### config.mk
export PLATFORM = sky130hd
export DESIGN_NAME = data_cache_controller
export DESIGN_NICKNAME = d
export VERILOG_FILES = /design/src/rtl/data_cache_controller_pkg.sv /design/src/rtl/data_cache_controller_cache_line_store.sv /design/src/rtl/data_cache_controller.sv
export SDC_FILE = /design/constraint.sdc
export NUM_CORES = 2
export LEC_CHECK = 0
export CAP_MARGIN = 20
export CORE_ASPECT_RATIO = 0.5
export CORE_MARGIN = 2
export CORE_UTILIZATION = 53
export CTS_CLUSTER_DIAMETER = 200
export DETAILED_ROUTE_END_ITERATION = 8
export PLACE_DENSITY = 0.72
export SLEW_MARGIN = 20
export SYNTH_ARGS = -nofsm -noshare
export SYNTH_HDL_FRONTEND = slang
export SYNTH_SLANG_ARGS = --single-unit
### constraint.sdc
create_clock -name clk -period 13.6 [get_ports clk]
set_input_delay 2.72 -clock clk [delete_from_list [all_inputs] [get_ports clk]]
set_output_delay 2.72 -clock clk [all_outputs]
set_load 0.005 [all_outputs]
### src/rtl/data_cache_controller_pkg.sv
`default_nettype none
// ============================================================================
// Module   : data_cache_controller_pkg
// Brief    : Geometry constants, FSM state type and a line-merge helper for
//            the direct-mapped write-back data cache.
// Revision : 1.0 - initial release
// ============================================================================
package data_cache_controller_pkg;

  localparam int WORD_W         = 32;
  localparam int WORDS_PER_LINE = 4;
  localparam int LINE_W         = WORD_W * WORDS_PER_LINE;
  localparam int NUM_LINES      = 8;
  localparam int OFFSET_W       = 2;
  localparam int INDEX_W        = 3;
  localparam int TAG_W          = 25;
  localparam int BLOCK_ADDR_W   = TAG_W + INDEX_W;

  typedef enum logic [1:0] {
    ST_IDLE      = 2'd0,
    ST_WRITEBACK = 2'd1,
    ST_ALLOCATE  = 2'd2,
    ST_UPDATE    = 2'd3
  } cache_state_e;

  // Replace one word of a line, leaving the other words untouched.
  function automatic logic [LINE_W-1:0] merge_word(
    input logic [LINE_W-1:0]   line,
    input logic [OFFSET_W-1:0] offset,
    input logic [WORD_W-1:0]   word
  );
    logic [LINE_W-1:0] result;
    result = line;
    for (int w = 0; w < WORDS_PER_LINE; w++) begin
      if (offset == w[OFFSET_W-1:0]) begin
        result[w*WORD_W +: WORD_W] = word;
      end
    end
    return result;
  endfunction

endpackage
`default_nettype wire

### src/rtl/data_cache_controller_cache_line_store.sv
`default_nettype none
// ============================================================================
// Module   : cache_line_store
// Brief    : Data/tag/valid/dirty arrays of the cache. One full-line write
//            port, combinational read port. Only valid/dirty are reset.
// Revision : 1.0 - initial release
// ============================================================================
module cache_line_store
  import data_cache_controller_pkg::*;
(
  input  logic               clk,
  input  logic               reset,
  input  logic [INDEX_W-1:0] rd_index,
  output logic [LINE_W-1:0]  rd_data,
  output logic [TAG_W-1:0]   rd_tag,
  output logic               rd_valid,
  output logic               rd_dirty,
  input  logic               wr_en,
  input  logic [INDEX_W-1:0] wr_index,
  input  logic [LINE_W-1:0]  wr_data,
  input  logic [TAG_W-1:0]   wr_tag,
  input  logic               wr_dirty
);

  logic [LINE_W-1:0]    data_mem [NUM_LINES];
  logic [TAG_W-1:0]     tag_mem  [NUM_LINES];
  logic [NUM_LINES-1:0] valid_bits;
  logic [NUM_LINES-1:0] dirty_bits;

  // Data and tag arrays need no reset; valid gates their use.
  always_ff @(posedge clk) begin
    if (wr_en) begin
      data_mem[wr_index] <= wr_data;
      tag_mem[wr_index]  <= wr_tag;
    end
  end

  // Every line write leaves the line valid; dirty comes from the writer.
  always_ff @(posedge clk or negedge reset) begin
    if (!reset) begin
      valid_bits <= '0;
      dirty_bits <= '0;
    end else if (wr_en) begin
      valid_bits[wr_index] <= 1'b1;
      dirty_bits[wr_index] <= wr_dirty;
    end
  end

  assign rd_data  = data_mem[rd_index];
  assign rd_tag   = tag_mem[rd_index];
  assign rd_valid = valid_bits[rd_index];
  assign rd_dirty = dirty_bits[rd_index];

endmodule
`default_nettype wire

### src/rtl/data_cache_controller.sv
`default_nettype none
// ============================================================================
// Module   : data_cache_controller
// Brief    : 8-line direct-mapped, 4 words/line, write-back, write-allocate
//            data cache controller with block-level memory interface.
// Revision : 1.0 - initial release
// ============================================================================
module data_cache_controller
  import data_cache_controller_pkg::*;
(
  input  logic                    clk,
  input  logic                    reset,
  input  logic                    read,
  input  logic                    write,
  input  logic [31:0]             address,
  input  logic [WORD_W-1:0]       writedata,
  output logic [WORD_W-1:0]       readdata,
  output logic                    busywait,
  output logic                    mem_read,
  output logic                    mem_write,
  output logic [BLOCK_ADDR_W-1:0] mem_address,
  output logic [LINE_W-1:0]       mem_writedata,
  input  logic [LINE_W-1:0]       mem_readdata,
  input  logic                    mem_busywait
);

  cache_state_e state, next_state;

  logic [OFFSET_W-1:0]     offset;
  logic [INDEX_W-1:0]      index;
  logic [TAG_W-1:0]        tag;
  logic                    request;
  logic                    hit;
  logic [INDEX_W-1:0]      store_index;
  logic [LINE_W-1:0]       line_data;
  logic [TAG_W-1:0]        line_tag;
  logic                    line_valid;
  logic                    line_dirty;
  logic                    wr_en;
  logic [INDEX_W-1:0]      wr_index;
  logic [LINE_W-1:0]       wr_data;
  logic [TAG_W-1:0]        wr_tag;
  logic                    wr_dirty;
  logic [BLOCK_ADDR_W-1:0] miss_block;
  logic [LINE_W-1:0]       fetch_buf;
  logic                    unused_addr_bits;

  assign offset           = address[3:2];
  assign index            = address[6:4];
  assign tag              = address[31:7];
  assign unused_addr_bits = ^address[1:0];
  assign request          = read | write;

  // Outside IDLE the store is looked up at the miss index so the victim
  // stays addressable even if the CPU drops or changes its request.
  assign store_index = (state == ST_IDLE) ? index : miss_block[INDEX_W-1:0];

  cache_line_store u_store (
    .clk      (clk),
    .reset    (reset),
    .rd_index (store_index),
    .rd_data  (line_data),
    .rd_tag   (line_tag),
    .rd_valid (line_valid),
    .rd_dirty (line_dirty),
    .wr_en    (wr_en),
    .wr_index (wr_index),
    .wr_data  (wr_data),
    .wr_tag   (wr_tag),
    .wr_dirty (wr_dirty)
  );

  assign hit      = line_valid && (line_tag == tag);
  assign busywait = request && !((state == ST_IDLE) && hit);

  // Word select for loads; only meaningful when busywait is low.
  always_comb begin
    readdata = line_data[WORD_W-1:0];
    case (offset)
      2'd0:    readdata = line_data[0*WORD_W +: WORD_W];
      2'd1:    readdata = line_data[1*WORD_W +: WORD_W];
      2'd2:    readdata = line_data[2*WORD_W +: WORD_W];
      default: readdata = line_data[3*WORD_W +: WORD_W];
    endcase
  end

  // State register.
  always_ff @(posedge clk or negedge reset) begin
    if (!reset) begin
      state <= ST_IDLE;
    end else begin
      state <= next_state;
    end
  end

  // Latch the missing block address so a dropped request still completes.
  always_ff @(posedge clk or negedge reset) begin
    if (!reset) begin
      miss_block <= '0;
    end else if ((state == ST_IDLE) && request && !hit) begin
      miss_block <= address[31:4];
    end
  end

  // Capture the fetched block on the completing edge of ALLOCATE.
  always_ff @(posedge clk or negedge reset) begin
    if (!reset) begin
      fetch_buf <= '0;
    end else if ((state == ST_ALLOCATE) && !mem_busywait) begin
      fetch_buf <= mem_readdata;
    end
  end

  // Next-state logic, memory handshake and store write port.
  always_comb begin
    next_state    = state;
    mem_read      = 1'b0;
    mem_write     = 1'b0;
    mem_address   = '0;
    mem_writedata = '0;
    wr_en         = 1'b0;
    wr_index      = index;
    wr_data       = merge_word(line_data, offset, writedata);
    wr_tag        = tag;
    wr_dirty      = 1'b1;
    case (state)
      ST_IDLE: begin
        if (request && !hit) begin
          next_state = (line_valid && line_dirty) ? ST_WRITEBACK : ST_ALLOCATE;
        end else if (write && hit) begin
          wr_en = 1'b1;
        end
      end
      ST_WRITEBACK: begin
        mem_write     = 1'b1;
        mem_address   = {line_tag, miss_block[INDEX_W-1:0]};
        mem_writedata = line_data;
        if (!mem_busywait) begin
          next_state = ST_ALLOCATE;
        end
      end
      ST_ALLOCATE: begin
        mem_read    = 1'b1;
        mem_address = miss_block;
        if (!mem_busywait) begin
          next_state = ST_UPDATE;
        end
      end
      default: begin
        wr_en      = 1'b1;
        wr_index   = miss_block[INDEX_W-1:0];
        wr_data    = fetch_buf;
        wr_tag     = miss_block[BLOCK_ADDR_W-1:INDEX_W];
        wr_dirty   = 1'b0;
        next_state = ST_IDLE;
      end
    endcase
  end

endmodule
`default_nettype wire

# Word-level counts from Yosys, hierarchy flattened

Memories as Yosys holds them, arrays and structs flattened.
Cells that the tools add are included.

Register bits: 174
Bits in latches: 0
Memory bits (writable): 1224
Memory bits (read-only): 0
Output and inout port bits: 191
Word-level logic and storage cells: 70
Memories kept: 2

Memory list:

| name             | depth | bits a word | read ports | clocked after Yosys merged registers in | write ports | RTL line                                     | RTL |
|---|---|---|---|---|---|---|---|
| u_store.data_mem | 8     | 128         | 1          | 0                                       | 1           | data_cache_controller_cache_line_store.sv:25 | `logic [LINE_W-1:0] data_mem [NUM_LINES];` |
| u_store.tag_mem  | 8     | 25          | 1          | 0                                       | 1           | data_cache_controller_cache_line_store.sv:26 | `logic [TAG_W-1:0] tag_mem [NUM_LINES];` |

Add/sub/neg operators: 0
Multipliers: 0
Divide/modulo/power cells: 0
Magnitude comparators: 3
Equality and inequality tests: 9
Shift operators: 0
Muxes and demuxes: 31
Bitwise operators: 2
Reduce and logical (&&, ||, !) cells: 18

Operators by type and width:

| kind                 | count |
|---|---|
| $mux W128            | 2 |
| $mux W32             | 4 |
| $pmux W32 S3         | 1 |
| $pmux W28 S2         | 1 |
| $eq A25 B25 Y1       | 1 |
| $mux W25             | 1 |
| $logic_and A1 B1 Y1  | 10 |
| $mux W1              | 10 |
| $bwmux W8            | 1 |
| $lt A3 B4 Y1 const B | 2 |
| $mux W2              | 4 |
| $or A8 B8 Y8         | 1 |
| $bmux W1 S3          | 2 |
| $eq A2 B2 Y1 const B | 3 |
| $mux W3              | 2 |
| $pmux W2 S3          | 1 |
| $eq A2 B1 Y1 const B | 2 |
| $logic_not A2 Y1     | 2 |
| $ne A2 B2 Y1 const B | 2 |
| $demux W1 S3         | 1 |
| $ge A3 B1 Y1 const B | 1 |
| $logic_not A1 Y1     | 3 |
| $reduce_and A3 Y1    | 1 |
| $reduce_or A3 Y1     | 1 |
| 4 further kinds      | 4 |

# Logic depth before layout (Yosys ltp)

Depth after elaboration: 11
Depth in mapped cells: 17

# Modules after synthesis

A second synthesis with hierarchy kept.

Cells, all modules: 2926
Area total of the unflattened synthesis: 58541.1 um2

By module, submodules not included:

| module                | instances | cells an instance | area an instance (um2) | seq. area each (um2) |
|---|---|---|---|---|
| cache_line_store      | 1         | 1818              | 47175.2                | 37155.6 |
| data_cache_controller | 1         | 1108              | 11365.9                | 3953.8 |

# Worst setup path before layout

No wires, ideal clock.

Path type: in2reg
From: input address[4]
To: register u_store.dirty_bits[0]
Library setup time: 0.104 ns
Arrival time: 16.435 ns
Path slack: -2.939 ns
Cell stages on the path: 13
Buffers on the path: 4
Path through: buf_6 -> mux2_2 -> buf_6 -> buf_4 -> a21oi_1 -> o21ai_0 -> or3_1 -> a2111oi_0 -> nand4_1 -> o31a_1 -> buf_6 -> nor3_1 -> o32a_1

Longest elaborated chain between the ends: 8
Elaborated cells on any way between the ends: 19

RTL lines:

| what                                                    | RTL line                                                                  | RTL |
|---|---|---|
| from (decl)                                             | data_cache_controller.sv:15                                               | `input logic [31:0] address,` |
| $mux W3                                                 | data_cache_controller.sv:56                                               | `assign store_index = (state == ST_IDLE) ? index : miss_block[INDEX_W-1:0];` |
| $mem_v2 Z8 W25 or $bmux W1 S3 (tied branches)           | n/a                                                                       |  |
| $eq A25 B25 Y1 or $mux W1 (tied branches)               | data_cache_controller.sv:73, data_cache_controller_cache_line_store.sv:51 |  |
| $logic_and A1 B1 Y1                                     | data_cache_controller.sv:73                                               | `assign hit = line_valid && (line_tag == tag);` |
| $logic_and A1 B1 Y1 or $logic_not A1 Y1 (tied branches) | data_cache_controller.sv:130, data_cache_controller.sv:128                |  |
| $mux W1 or $logic_and A1 B1 Y1 (tied branches)          | data_cache_controller.sv:130, data_cache_controller.sv:128                |  |
| $mux W1                                                 | data_cache_controller.sv:128                                              | `if (request && !hit) begin` |
| $pmux W1 S2                                             | data_cache_controller.sv:126                                              | `case (state)` |
| to (signal, indexed assignment)                         | data_cache_controller_cache_line_store.sv:45                              | `dirty_bits[wr_index] <= wr_dirty;` |
| to (decl)                                               | data_cache_controller_cache_line_store.sv:28                              | `logic [NUM_LINES-1:0] dirty_bits;` |

Several ways; a longest one is shown, not always the timed one. The select of a mux whose other input is x is not followed.
A chain may end at the register's enable or synchronous reset.

# Worst setup path after layout

From: input address[6]
To: output busywait

Longest elaborated chain between the ends: 7
Elaborated cells on any way between the ends: 9

RTL lines:

| what                                          | RTL line                                                                  | RTL |
|---|---|---|
| $mux W3 *                                     | data_cache_controller.sv:56                                               |  |
| $mem_v2 Z8 W25 or $bmux W1 S3 (tied branches) | n/a                                                                       |  |
| $eq A25 B25 Y1 or $mux W1 (tied branches)     | data_cache_controller.sv:73, data_cache_controller_cache_line_store.sv:51 |  |
| $logic_and A1 B1 Y1 *                         | data_cache_controller.sv:73                                               |  |
| $logic_and A1 B1 Y1 *                         | data_cache_controller.sv:74                                               | `assign busywait = request && !((state == ST_IDLE) && hit);` |
| $logic_not A1 Y1 *                            | data_cache_controller.sv:74                                               |  |
| $logic_and A1 B1 Y1 *                         | data_cache_controller.sv:74                                               |  |
| to (decl)                                     | data_cache_controller.sv:18                                               | `output logic busywait,` |

Every way passes the cells marked *; elsewhere a longest branch is shown, timed or not. The select of a mux whose other input is x is not followed.

==> summary.md <==
| Metric | Value |
|---|---|
| H-tree depth | 3 |
| Int Pwr | roughly 12,000 uW |
| Final instance area | 68,700 um2 |
| First-pass GRT wire length | about 230 mm |
| Sw frac | 36.4% |
| Worst-case reg-to-reg path depth | 13 |
| Share of cells above drive strength 1 | 19.7% |
| Pre-CTS WS | about 3.7 ns |
| Cells after Synth | 3,563 |
| Max-cap violation count | 0 |
| Final Hold Viols | 0 |
| Sw Pwr | roughly 6600 uW |
| Worst-Margin Slew | 1.24 ns |
| Clock root buffer | clkbuf_16 |
| Post-CTS setup buffers | 0 |
| Post-layout minimum cycle time | 10.03 ns |
| DRT Wirelength | 161 mm |
| Core area | 110,000 um2 |
| Clk sinks | 1,398 |
| Met3 GRT Util | 5.04% |
| Global route total overflow | 0 |
| Comb pwr share | between 40% and 50% |
| Synthesis-to-layout area growth | 16.4% |
| Via count | around 35,000 |
| Hpwl dp | 95.4 mm |
| PortBufs | a little under 400 |
| Num ports | 388 |
| Max Buffers Root-to-Sink | 3 |
| # DRC | 0 |
| Worst Hold Path Cells | 1 |
| Fin crit share | 73.8% |
| Post-synth ARST share | 12.4% |
| End point of the critical path | busywait |
| Clock power frac | a little under a fifth |
| FF-to-FF Start | miss_block[0] |
| Cell variety after synth | 79 |
| Final Util | 62.3% |
| Pins Over Slew Limit | 0 |
| Crit path required time | about 11 ns |
| First drt pass iteration count | 6 |
| Drt wl/cell | 29.1 um |
| Inserted Clock Buffers | ~120 |
| Outcome | finished clean |
| DP Area | 64,700 um2 |
| Yosys top cell area share | 62.3% |
| Synth area leaders | edfxtp_1 (62%), mux4_2 (11%), dfrtp_1 (7.4%) |
| Met2 Usage GRT | 43.9% |
| Clock Latency Late Sink | around 0.75 ns |
| Synthesis-stage register bit count | 1,398 |
| Pin count of the biggest net entering global routing | 129 |
| Post-cts sizing count | 0 |
| Initial core utilization | 53.5% |
| CP Launch Type | input pin |
| Die span in x | 476 um |
| Antenna viol nets, final | 0 |
| Worst setup margin | 3.57 ns |
| Avg Inst Size Synth | about 17 um2 |
| Worst hold slack | 0.478 ns |
| R2r endpoint | u_store.data_mem[1][55] |
| R2R Setup Slk | roughly 6.4 ns |
| Syn. warnings | 0 |
| CTS tree | yes |
| Vias in the first global route | 34,099 |
| CP Data Arrival Time | 7.31 ns |
| Rows | 86 |
| Total global-route track usage | between 20 and 30% |
| Cts hold-fix bufs | 0 |
| Critical Path Fanout Max | 8 |
| Cell taking the most area after synthesis | edfxtp_1 |
| Hold Crit Class | flip-flop to flip-flop |
| Die span in y | 240 um |
| Mapped cell area | 59,000 um2 |
| M1 GR Usage | between 40 and 50% |
| Die area | 114,000 um2 |
| Layout Nets | 4,134 |
| Clock slew at reported path FFs | 0.07 ns |
| Antenna violations before repair | 12 |
| Mapped Nets | 3,764 |
| Grt peak-use layer | met2 |
| Power Density | 265 nW/um2 |
| Routability congestion estimate from global placement | 0.940 |
| RSZ-0062 raised after global routing | no |
| Sequential Power Share | a little under two fifths |
| Worst ir drop on vdd | around 0.00023 V |
| CP startpoint | address[6] |
| Post-synth EDFFs | 1,224 |
| Detailed Route Iter0 Violations | 4,575 |
| Setup TNS | 0 ns |
| Worst relative slew slack | 17.6% |
| Fmax | 99.7 MHz |
| LEAKAGE | 0.0230 uW |
| Via density | roughly 6.3 |
| Seq/Total Area, Yosys | 69.7% |
| Clk_skew | about 0.035 ns |
| CP endpoint kind | primary output |
| Worst Path Class, Setup | input pin to primary output |
| Primary FF master, synth | edfxtp_1 |
| # fillers | 7,723 |
| Final setup vio count | 0 |
sequential cells by signal (all words and copies together) (netlist names):
| register | flops |
|---|---|
| u_store.data_mem | 1024 |
| u_store.tag_mem | 200 |
| fetch_buf | 128 |
| miss_block | 28 |
| u_store.dirty_bits | 8 |
| u_store.valid_bits | 8 |
| state | 2 |
worst min-delay path by stage:
stage	start	to	slack, ns
after global routing	u_store.valid_bits[7]	u_store.valid_bits[7]	0.48
after detailed placement	u_store.valid_bits[7]	u_store.valid_bits[7]	0.45
after global placement	u_store.valid_bits[3]	u_store.valid_bits[3]	0.45
after CTS	u_store.valid_bits[4]	u_store.valid_bits[4]	0.47
final	u_store.valid_bits[7]	u_store.valid_bits[7]	0.48
after floorplan	u_store.valid_bits[3]	u_store.valid_bits[3]	0.43
power groups by stage:
| stage | combinational, uW | clock [uW] | sequential [uW] |
|---|---|---|---|
| 6_report | 7940 | 3450 | 6810 |
| 5_1_grt | 8390 | 3650 | 6880 |
| 4_1_cts | 7870 | 3490 | 6800 |
| 3_5_place_dp | 7840 | 0 | 6890 |
| 3_3_place_gp | 7660 | 0 | 6820 |
| 2_1_floorplan | 4730 | 0 | 6910 |
cell families (layout without fill, tap and decap cells):
kind of cell	Yosys count	after routing	synth area share (%)
buffers and inverters	290	762	2.12
and+or+nand+nor	701	701	5.29
xor gates and xnor gates	23	23	0.341
other	0	4	0
adders and majority gates	4	4	0.0848
AOI/OAI and AO/OA	539	539	5.58
muxes	608	608	16.9
DFF	1398	1398	69.7
worst max-delay path, cell delays in order:
cell,delay [ns]
clkdlybuf4s50_1,0.74
nand2_1,0.34
a2bb2oi_1,0.90
a221oi_1,0.14
nor4_2,0.29
xnor2_1,0.24
nor4_1,0.87
nand4_1,0.21
nor2_1,0.30
nor2_1,0.09
clkdlybuf4s50_1,0.45
cell usage in the layout (no fill, tap or decap), types with 53 or more instances in the layout:
master,instances
edfxtp_1,1224
buf_4,90
mux2i_1,131
mux4_2,292
nand2_1,360
nor2b_1,64
clkbuf_16,117
clkdlybuf4s50_1,381
nor2_1,149
o21ai_0,307
inv_1,54
dfrtp_1,173
mux2_2,172
a21oi_1,53
metrics by stage:
stage | std cells | total power, uW
5_1_grt | 5534 | 18900
2_1_floorplan | 3563 | 11600
6_report | 5535 | 18200
4_1_cts | 5531 | 18200
3_5_place_dp | 5311 | 14700
3_3_place_gp | 5311 | 14500
metal layers:
| metal | vias up | routed length [um] |
|---|---|---|
| met1 | 18234 | 65000 |
| met4 | 0 | 5080 |
| met3 | 253 | 15300 |
| met5 | - | 0 |
| met2 | 1910 | 75600 |
| li1 | 14593 | - |
synthesized netlist by cell type, drive strengths merged, types with 5 or more instances:
master	instances
edfxtp	1224
nand2	362
o21ai	310
mux4	292
mux2	182
dfrtp	174
nor2	151
clkbuf	138
mux2i	134
buf	97
nor2b	65
inv	55
a21oi	53
o22ai	39
and2	31
a211oi	29
nand2b	22
xnor2	20
a22oi	18
nand3	17
or2	15
nor3	14
a221oi	12
a2bb2oi	9
nor3b	9
o32a	7
a21o	6
a2111oi	5
a22o	5
nor4	5
o211ai	5
o32ai	5
final cells by class:
| type | count | area, um2 | share of cell area (%) |
|---|---|---|---|
| Sequential cell | 1398 | 41100 | 59.9 |
| Multi-Input combinational cell | 1875 | 16800 | 24.5 |
| Timing Repair Buffer | 487 | 4760 | 6.93 |
| Clock buffer | 172 | 3290 | 4.80 |
| Tap cell | 1496 | 1870 | 2.73 |
| Clock inverter | 48 | 609 | 0.887 |
| Inverter | 55 | 209 | 0.304 |
| Antenna cell | 4 | 10.0 | 0.0146 |
Power figures use the tool's default switching activity.
